`src/rtl/serial_adder.sv`:
```
// -----------------------------------------------------------------------------
// serial_adder
//
// Multi-cycle adder/subtractor. Operands are accepted in IDLE. In RUN the
// block adds one CHUNK-bit slice per cycle, LSB slice first, and carries
// between slices in a register. It then sits in DONE until the consumer
// takes the result. The result is ready WIDTH/CHUNK cycles after the
// accepting edge.
//
// Parameters
//   WIDTH      operand and result width in bits
//   CHUNK      bits added per cycle; WIDTH must be a non-zero multiple of it
//
// Ports
//   clk        rising-edge clock
//   rst_n      synchronous active-low reset
//   in_valid   operands present            in_ready   block in IDLE
//   A, B       operands                    carry_in   carry into bit 0 (add only)
//   sub        0 = A+B+carry_in, 1 = A-B
//   out_valid  result present (DONE)       out_ready  consumer takes result
//   sum        result                      carry_out  carry out of MSB (sub: 1 = no borrow)
//   overflow   two's-complement signed overflow
// -----------------------------------------------------------------------------
module serial_adder #(
  parameter int WIDTH = 16,
  parameter int CHUNK = 4
) (
  input  logic             clk,
  input  logic             rst_n,
  input  logic             in_valid,
  output logic             in_ready,
  input  logic [WIDTH-1:0] A,
  input  logic [WIDTH-1:0] B,
  input  logic             carry_in,
  input  logic             sub,
  output logic             out_valid,
  input  logic             out_ready,
  output logic [WIDTH-1:0] sum,
  output logic             carry_out,
  output logic             overflow
);

  localparam int N     = (CHUNK > 0) ? WIDTH / CHUNK : 1;
  localparam int CNT_W = (N > 1) ? $clog2(N) : 1;

  if (CHUNK < 1 || WIDTH < CHUNK || (WIDTH % CHUNK) != 0) begin : g_bad_params
    $error("serial_adder: WIDTH must be a non-zero multiple of CHUNK");
  end

  typedef enum logic [1:0] {
    IDLE,
    RUN,
    DONE
  } state_e;

  state_e             state_q, state_d;
  logic [WIDTH-1:0]   a_q, a_d;
  logic [WIDTH-1:0]   b_q, b_d;      // already inverted in sub mode
  logic               carry_q, carry_d;
  logic [CNT_W-1:0]   cnt_q, cnt_d;
  logic [WIDTH-1:0]   sum_q, sum_d;
  logic               cout_q, cout_d;
  logic               ovf_q, ovf_d;

  logic [CHUNK-1:0]   a_chunk;
  logic [CHUNK-1:0]   b_chunk;
  logic [CHUNK:0]     chunk_res;     // {carry, CHUNK sum bits}
  logic               last_chunk;

  assign last_chunk = (cnt_q == CNT_W'(N - 1));

  // NOTE: every variable written here gets a default first; a path that
  // skips an assignment would otherwise infer a latch.
  always_comb begin
    state_d = state_q;
    a_d     = a_q;
    b_d     = b_q;
    carry_d = carry_q;
    cnt_d   = cnt_q;
    sum_d   = sum_q;
    cout_d  = cout_q;
    ovf_d   = ovf_q;
    a_chunk = '0;
    b_chunk = '0;

    // Constant-slice mux keeps the chunk select free of computed part-selects.
    for (int k = 0; k < N; k++) begin
      if (cnt_q == CNT_W'(k)) begin
        a_chunk = a_q[k*CHUNK +: CHUNK];
        b_chunk = b_q[k*CHUNK +: CHUNK];
      end
    end

    chunk_res = {1'b0, a_chunk} + {1'b0, b_chunk} + {{CHUNK{1'b0}}, carry_q};

    unique case (state_q)
      IDLE: begin
        if (in_valid) begin
          // Subtraction is A + ~B + 1: invert B now, seed the carry with 1.
          a_d     = A;
          b_d     = sub ? ~B : B;
          carry_d = sub | carry_in;
          cnt_d   = '0;
          state_d = RUN;
        end
      end
      RUN: begin
        for (int k = 0; k < N; k++) begin
          if (cnt_q == CNT_W'(k)) sum_d[k*CHUNK +: CHUNK] = chunk_res[CHUNK-1:0];
        end
        carry_d = chunk_res[CHUNK];
        cnt_d   = cnt_q + CNT_W'(1);
        if (last_chunk) begin
          cout_d  = chunk_res[CHUNK];
          // Carry into the MSB is a ^ b ^ s at that bit; overflow is that
          // XOR the carry out of it.
          ovf_d   = a_q[WIDTH-1] ^ b_q[WIDTH-1] ^ chunk_res[CHUNK-1] ^ chunk_res[CHUNK];
          state_d = DONE;
        end
      end
      DONE: begin
        if (out_ready) state_d = IDLE;
      end
      default: state_d = IDLE;
    endcase
  end

  // NOTE: sequential state uses non-blocking assignments so every register
  // samples the pre-edge values, independent of statement order.
  always_ff @(posedge clk) begin
    if (!rst_n) begin
      state_q <= IDLE;
      carry_q <= 1'b0;
      cnt_q   <= '0;
      sum_q   <= '0;
      cout_q  <= 1'b0;
      ovf_q   <= 1'b0;
    end else begin
      state_q <= state_d;
      carry_q <= carry_d;
      cnt_q   <= cnt_d;
      sum_q   <= sum_d;
      cout_q  <= cout_d;
      ovf_q   <= ovf_d;
    end
  end

  // NOTE: operand registers are left unreset; they are always loaded on
  // accept before anything reads them.
  always_ff @(posedge clk) begin
    a_q <= a_d;
    b_q <= b_d;
  end

  assign in_ready  = (state_q == IDLE);
  assign out_valid = (state_q == DONE);
  assign sum       = sum_q;
  assign carry_out = cout_q;
  assign overflow  = ovf_q;

endmodule

```
`config.mk`:
```
export PLATFORM = sky130hd
export DESIGN_NAME = serial_adder
export DESIGN_NICKNAME = d
export VERILOG_FILES = /design/src/rtl/serial_adder.sv
export SDC_FILE = /design/constraint.sdc
export NUM_CORES = 1
export LEC_CHECK = 0
export ABC_AREA = 1
export CAP_MARGIN = 20
export CORE_AREA = 2 2 79 81
export CTS_CLUSTER_DIAMETER = 100
export DETAILED_ROUTE_END_ITERATION = 10
export DIE_AREA = 0 0 81 83
export DONT_BUFFER_PORTS = 1
export SLEW_MARGIN = 20
export SYNTH_ARGS = -nofsm -noshare
export SYNTH_HDL_FRONTEND = slang
export SYNTH_SLANG_ARGS = --single-unit
export TNS_END_PERCENT = 20
```
`constraint.sdc`:
```
create_clock -name clk -period 3.6 [get_ports clk]
set_clock_uncertainty 0.15 [all_clocks]
set_input_delay 0.72 -clock clk [delete_from_list [all_inputs] [get_ports clk]]
set_output_delay 0.72 -clock clk [all_outputs]
set_load 0.01 [all_outputs]
```
==> metrics.txt, run 1 <==
status=finished clean; Crit. End Element=register; Final Max Tran Viols=0; Slew headroom=0.667; CTS tree=built; max-cap viol count=0; GR Overflow Total=0; WP buf/inv=4; DP Worst Slack=approximately 700 ps; die width=slightly above 80 um; Max VDD drop=0.000276 V; Final Net Count=303; setup ws final=656 ps; worst-margin pin slew=~500 ps; Final setup viols=0; Synth cell types=28; combinational share of power=0.189; full die area=6720 um2; internal power=1020 uW; Final TNS setup=0 ps; Switching Power=approximately 400 uW; syn_nets=just over 300; Clk network pwr share=0.290; Via Count=1656; CP delay by family, top=adder cells; Clock transition at path regs=100 ps; Initial Utilization=0.437; diodes inserted=0; fin crit share=0.818; post-layout util=0.463; PortBufs=0; critical path's most frequent cell=inv_1; Power Total=1410 uW; Starting DRT DRC Count=78; syn avg cell area=between 9 and 10 um2; RSZ-0062 raised after global routing=false; worst-path fanout max=11; routed len/inst=13.5 um; Seq pwr share=0.521; fmax=340 MHz; DR pass1 iterations=4; gr usage total=0.148; PwrDens=524 nW/um2; first-pass GRT wire length=7.60 mm; crit path DAT=2990 ps; Die H=83 um; worst hold-check path type=register to register; Clock Latency Late Sink=310 ps; Mapped Area=2540 um2; Root Buffer=clkbuf_8; crit path time final=around 2900 ps; CP Data Required Time=3640 ps; H-tree level count=2; RD Place Congestion=0.806; CP Class=register to register; Vias/cell=4.99; Antenna Nets Post-Route=0; Max stage delay cell, worst path=fa_1; static leakage=0.00108 uW; Mapped Cells=258; final hold violations=0; HPWL Detailed=3.39 mm; sequential share of the synthesized area=0.560; I/O pin cnt=58; share of cells above drive strength 1=0.0817; startpoint types=register; row cnt=28; Sink Count=55; Core ar.=5820 um2; worst path cell trace=inv_1 -> ha_1 -> inv_1 -> o21ai_0 -> a21oi_1 -> a21oi_1 -> fa_1 -> inv_1 -> fa_1 -> xor2_1 -> inv_1 -> nor2_1 -> a21oi_1 -> nor2_1; FILL cells=566; Area Growth Syn to Fin=6.11%; vias in the first global route=1585; clk buf depth=2; Inserted Clock Buffers=5; largest net degree at the start of global routing=36; Post-CTS Hold Fix Bufs=0; final wirelength=between 4 and 5 mm; # DRC=0; Switching Fraction=0.281; worst hold slack=approximately 340 ps; post-cts repair resize count=0; initial antenna violation count=0; Syn. warnings=0; #FFs+latches synth=55; post-CTS setup buffers=0; CP max stage delay=410 ps
sequential cells by signal, summed over array words and instances (netlist names):
| register | flops |
|---|---|
| sum | 16 |
| overflow | 1 |
| carry_out | 1 |
| cnt_q | 2 |
| b_q | 16 |
| carry_q | 1 |
| state_q | 2 |
| a_q | 16 |
final timing paths:
| check | from | end | slack (ps) | depth (start not counted) |
|---|---|---|---|---|
| hold reg to reg | carry_q$_SDFFE_PN0P_ | carry_q$_SDFFE_PN0P_ | 340 | 2 |
| setup / recovery | cnt_q[0]$_SDFFE_PN0P_ | sum[10]$_SDFFE_PN0P_ | 660 | 14 |
| hold / removal | carry_q$_SDFFE_PN0P_ | carry_q$_SDFFE_PN0P_ | 340 | 2 |
| setup reg to reg | cnt_q[0]$_SDFFE_PN0P_ | sum[10]$_SDFFE_PN0P_ | 660 | 14 |
power groups by stage:
stage | combinational (uW) | clock [uW] | sequential [uW]
floorplan | 226 | 0 | 744
CTS | 269 | 417 | 737
global route | 313 | 442 | 741
global placement | 265 | 0 | 751
finish | 268 | 410 | 736
detailed placement | 269 | 0 | 751
tightest hold or removal path, stage by stage, from the launching register on:
cell     delay (ps)
dfxtp_1         320
nand2_1          60
a31oi_1          60
cells in the final DEF (no fill, tap or decap), drive strengths merged, types with 5 or more instances in the layout:
cell type / instances
a21oi: 25
a22oi: 5
clkbuf: 5
dfxtp: 23
edfxtp: 32
ha: 7
inv: 26
nand2: 55
nand3: 15
nor2: 16
o21ai: 19
xor2: 17
synth_stat cells, drive strengths merged:
cell,instances,area [um2]
nand2,55,211
edfxtp,32,961
a21oi,25,129
inv,25,93.8
dfxtp,23,460
o21ai,19,95.1
xor2,17,149
nor2,16,88.8
nand3,15,80.1
buf,9,53.8
ha,7,87.6
a22oi,5,37.5
o211ai,3,22.5
a31oi,2,12.5
fa,2,40.0
clkbuf,1,3.75
o21a,1,7.51
or2,1,6.26
cells by family after synthesis:
logic type	share of synthesized area
adder cells (fa/ha/maj)	0.0502
XOR/XNOR	0.0586
AO/OA/AOI/OAI	0.120
buffers and inverters	0.0596
AND/OR/NAND/NOR	0.152
flip-flops	0.560
area by class of cell:
class                      count  area (um2)  area share
sequential                    55        1420       0.527
inverter                      25        93.8      0.0348
clock inverter                 3        42.5      0.0158
multi-input combinational    168         967       0.359
tap                           75        93.8      0.0348
clock buffer                   5        68.8      0.0255
timing repair buffer           1        7.51     0.00279
stage by stage:
stage,cells,area (um2)
after floorplan,258,2540
after global placement,324,2580
after detailed placement,324,2580
after CTS,332,2700
after global routing,332,2700
final,332,2700
layer usage:
layer	global-route usage	vias to the layer above	part of all wire
met5	0	-	0
met4	0.0508	0	0.014
met3	0.0478	7	0.078
met2	0.231	54	0.47
met1	0.191	741	0.44
li1	-	854	-
No activity file was read; power rests on OpenSTA's default activity.
==> run 2, diff against run 1 <==
clock period = 3 ns   (was 3.6 ns; I/O delays follow)
==> run 2 against run 1 <==
Core utilization is 0.93 points higher. Sequential share of layout area shrank 1.0 points. Via count up 1.4%. Combinational power grew 25%. Register-to-register slack worse by 360 ps. Worst setup slack worse by 360 ps. Flip-flop and latch count is the same. Non-clock buffer count increased by 5. Highest routed layer unchanged.
==> metrics.txt, run 2 (synthesis results as in run 1) <==
status=finished clean; gr usage total=0.149; # DRC=0; HPWL Detailed=about 3.4 mm; Crit. End Element=register; Storage cell area=1420 um2; most common cell after layout, fill and taps aside=nand2_1; Die H=83 um; H-tree level count=2; Clock transition at path regs=about 110 ps; area of the multi-input gates=just under 1000 um2; Max stage delay cell, worst path=fa_1; worst path cell trace=inv_1 -> ha_2 -> inv_2 -> nor2_4 -> a22oi_1 -> o21ai_0 -> o21ai_1 -> fa_1 -> inv_1 -> fa_2 -> nand3_2 -> nand2_2 -> nand2_1 -> nand2_1 -> nand2_1 -> nand3_1 -> nand2_1 -> inv_1; Area Growth Syn to Fin=8.23%; PortBufs=0; PwrDens=~630 nW/um2; CP Data Required Time=3120 ps; DP Worst Slack=119 ps; worst-margin pin slew=around 440 ps; Starting DRT DRC Count=66; final non-filler cell total=337; worst-path fanout max=6; Final Net Count=308; share of cells above drive strength 1=0.126; Sink Count=55; crit path time final=2700 ps; row cnt=28; Core ar.=5820 um2; WP buf/inv=4; clk buf depth=2; DR pass1 iterations=4; final wirelength=4.61 mm; CP Class=register to register; fmax=around 370 MHz; Power Total=1720 uW; Initial Utilization=0.437; max-cap viol count=0; hold wc startpoint=A[8]; Final TNS setup=0 ps; startpoint types=register; Vias/cell=4.99; worst hold path stage count=0; Max VDD drop=between 0.0003 and 0.0004 V; Inserted Clock Buffers=5; Via Count=1680; Cells after DPL=328; worst hold slack=220 ps; routed len/inst=approximately 14 um; largest net degree at the start of global routing=36; full die area=around 6700 um2; Clock Latency Late Sink=320 ps; R2R depth=18; crit path DAT=approximately 2800 ps; diodes inserted=0; critical path's most frequent cell=nand2_1; FILL cells=between 500 and 600; static leakage=0.00110 uW; CP max stage delay=between 300 and 400 ps; Antenna Nets Post-Route=0; fin crit share=0.900; CP delay by family, top=adder cells; vias in the first global route=1599; Min-Delay Endpoint=a_q[8]$_DFFE_PP_; setup ws final=299 ps; RSZ-0062 raised after global routing=false; worst hold-check path type=input port to register; Final Max Tran Viols=0; I/O pin cnt=a little under 60; worst reg2reg endpoint=overflow$_SDFFE_PN0P_; final hold violations=0; R2R setup slack=300 ps; R2R Path Start=cnt_q[1]$_SDFFE_PN0P_; most frequent cells in the layout=nand2_1 (52), edfxtp_1 (32), a21oi_1 (24); GR Overflow Total=0; RD Place Congestion=between 0.8 and 0.9; Root Buffer=clkbuf_8; CTS tree=built; initial antenna violation count=0; Final setup viols=0; first-pass GRT wire length=7.70 mm; die width=81 um; Slew headroom=0.709
## run 2: routing by layer
metal	wire length, um	vias to the layer above	track usage
met1	2010	752	0.192
li1	-	869	-
met3	356	5	0.0630
met5	0	-	0
met4	50	0	0.0324
met2	2190	54	0.234
## run 2: area by class of cell
type | instances | share of cell area
Tap cell | 75 | 0.0341
Multi-Input combinational cell | 168 | 0.356
Clock buffer | 5 | 0.0250
Inverter | 25 | 0.0341
Timing Repair Buffer | 6 | 0.0164
Sequential cell | 55 | 0.517
Clock inverter | 3 | 0.0168
## run 2: what timing repair did
| item | in CTS | in global routing |
|---|---|---|
| setup buffers | 0 | 1 |
| hold buffers | 0 | 0 |
| resized for setup | 0 | 6 |
| setup endpoints to repair | 0 | 9 |
## run 2: power by group
part	total [uW]	switching [uW]	internal (uW)
sequential	883	26.9	856
combinational	335	210	125
clock	504	252	252
## run 2: worst max path at each step
stage,from,endpoint,slack (ps),depth (start not counted)
floorplan,cnt_q[0]$_SDFFE_PN0P_,sum[6]$_SDFFE_PN0P_,440,15
global placement,cnt_q[1]$_SDFFE_PN0P_,overflow$_SDFFE_PN0P_,170,17
detailed placement,cnt_q[1]$_SDFFE_PN0P_,overflow$_SDFFE_PN0P_,120,17
CTS,cnt_q[1]$_SDFFE_PN0P_,overflow$_SDFFE_PN0P_,80,17
global route,cnt_q[1]$_SDFFE_PN0P_,overflow$_SDFFE_PN0P_,4,18
finish,cnt_q[1]$_SDFFE_PN0P_,overflow$_SDFFE_PN0P_,300,18
## run 2: through the flow
step | utilization | area [um2]
2_1_floorplan | - | 2540
3_3_place_gp | 0.449 | 2610
3_5_place_dp | 0.449 | 2610
4_1_cts | 0.469 | 2730
5_1_grt | 0.473 | 2750
6_report | 0.473 | 2750
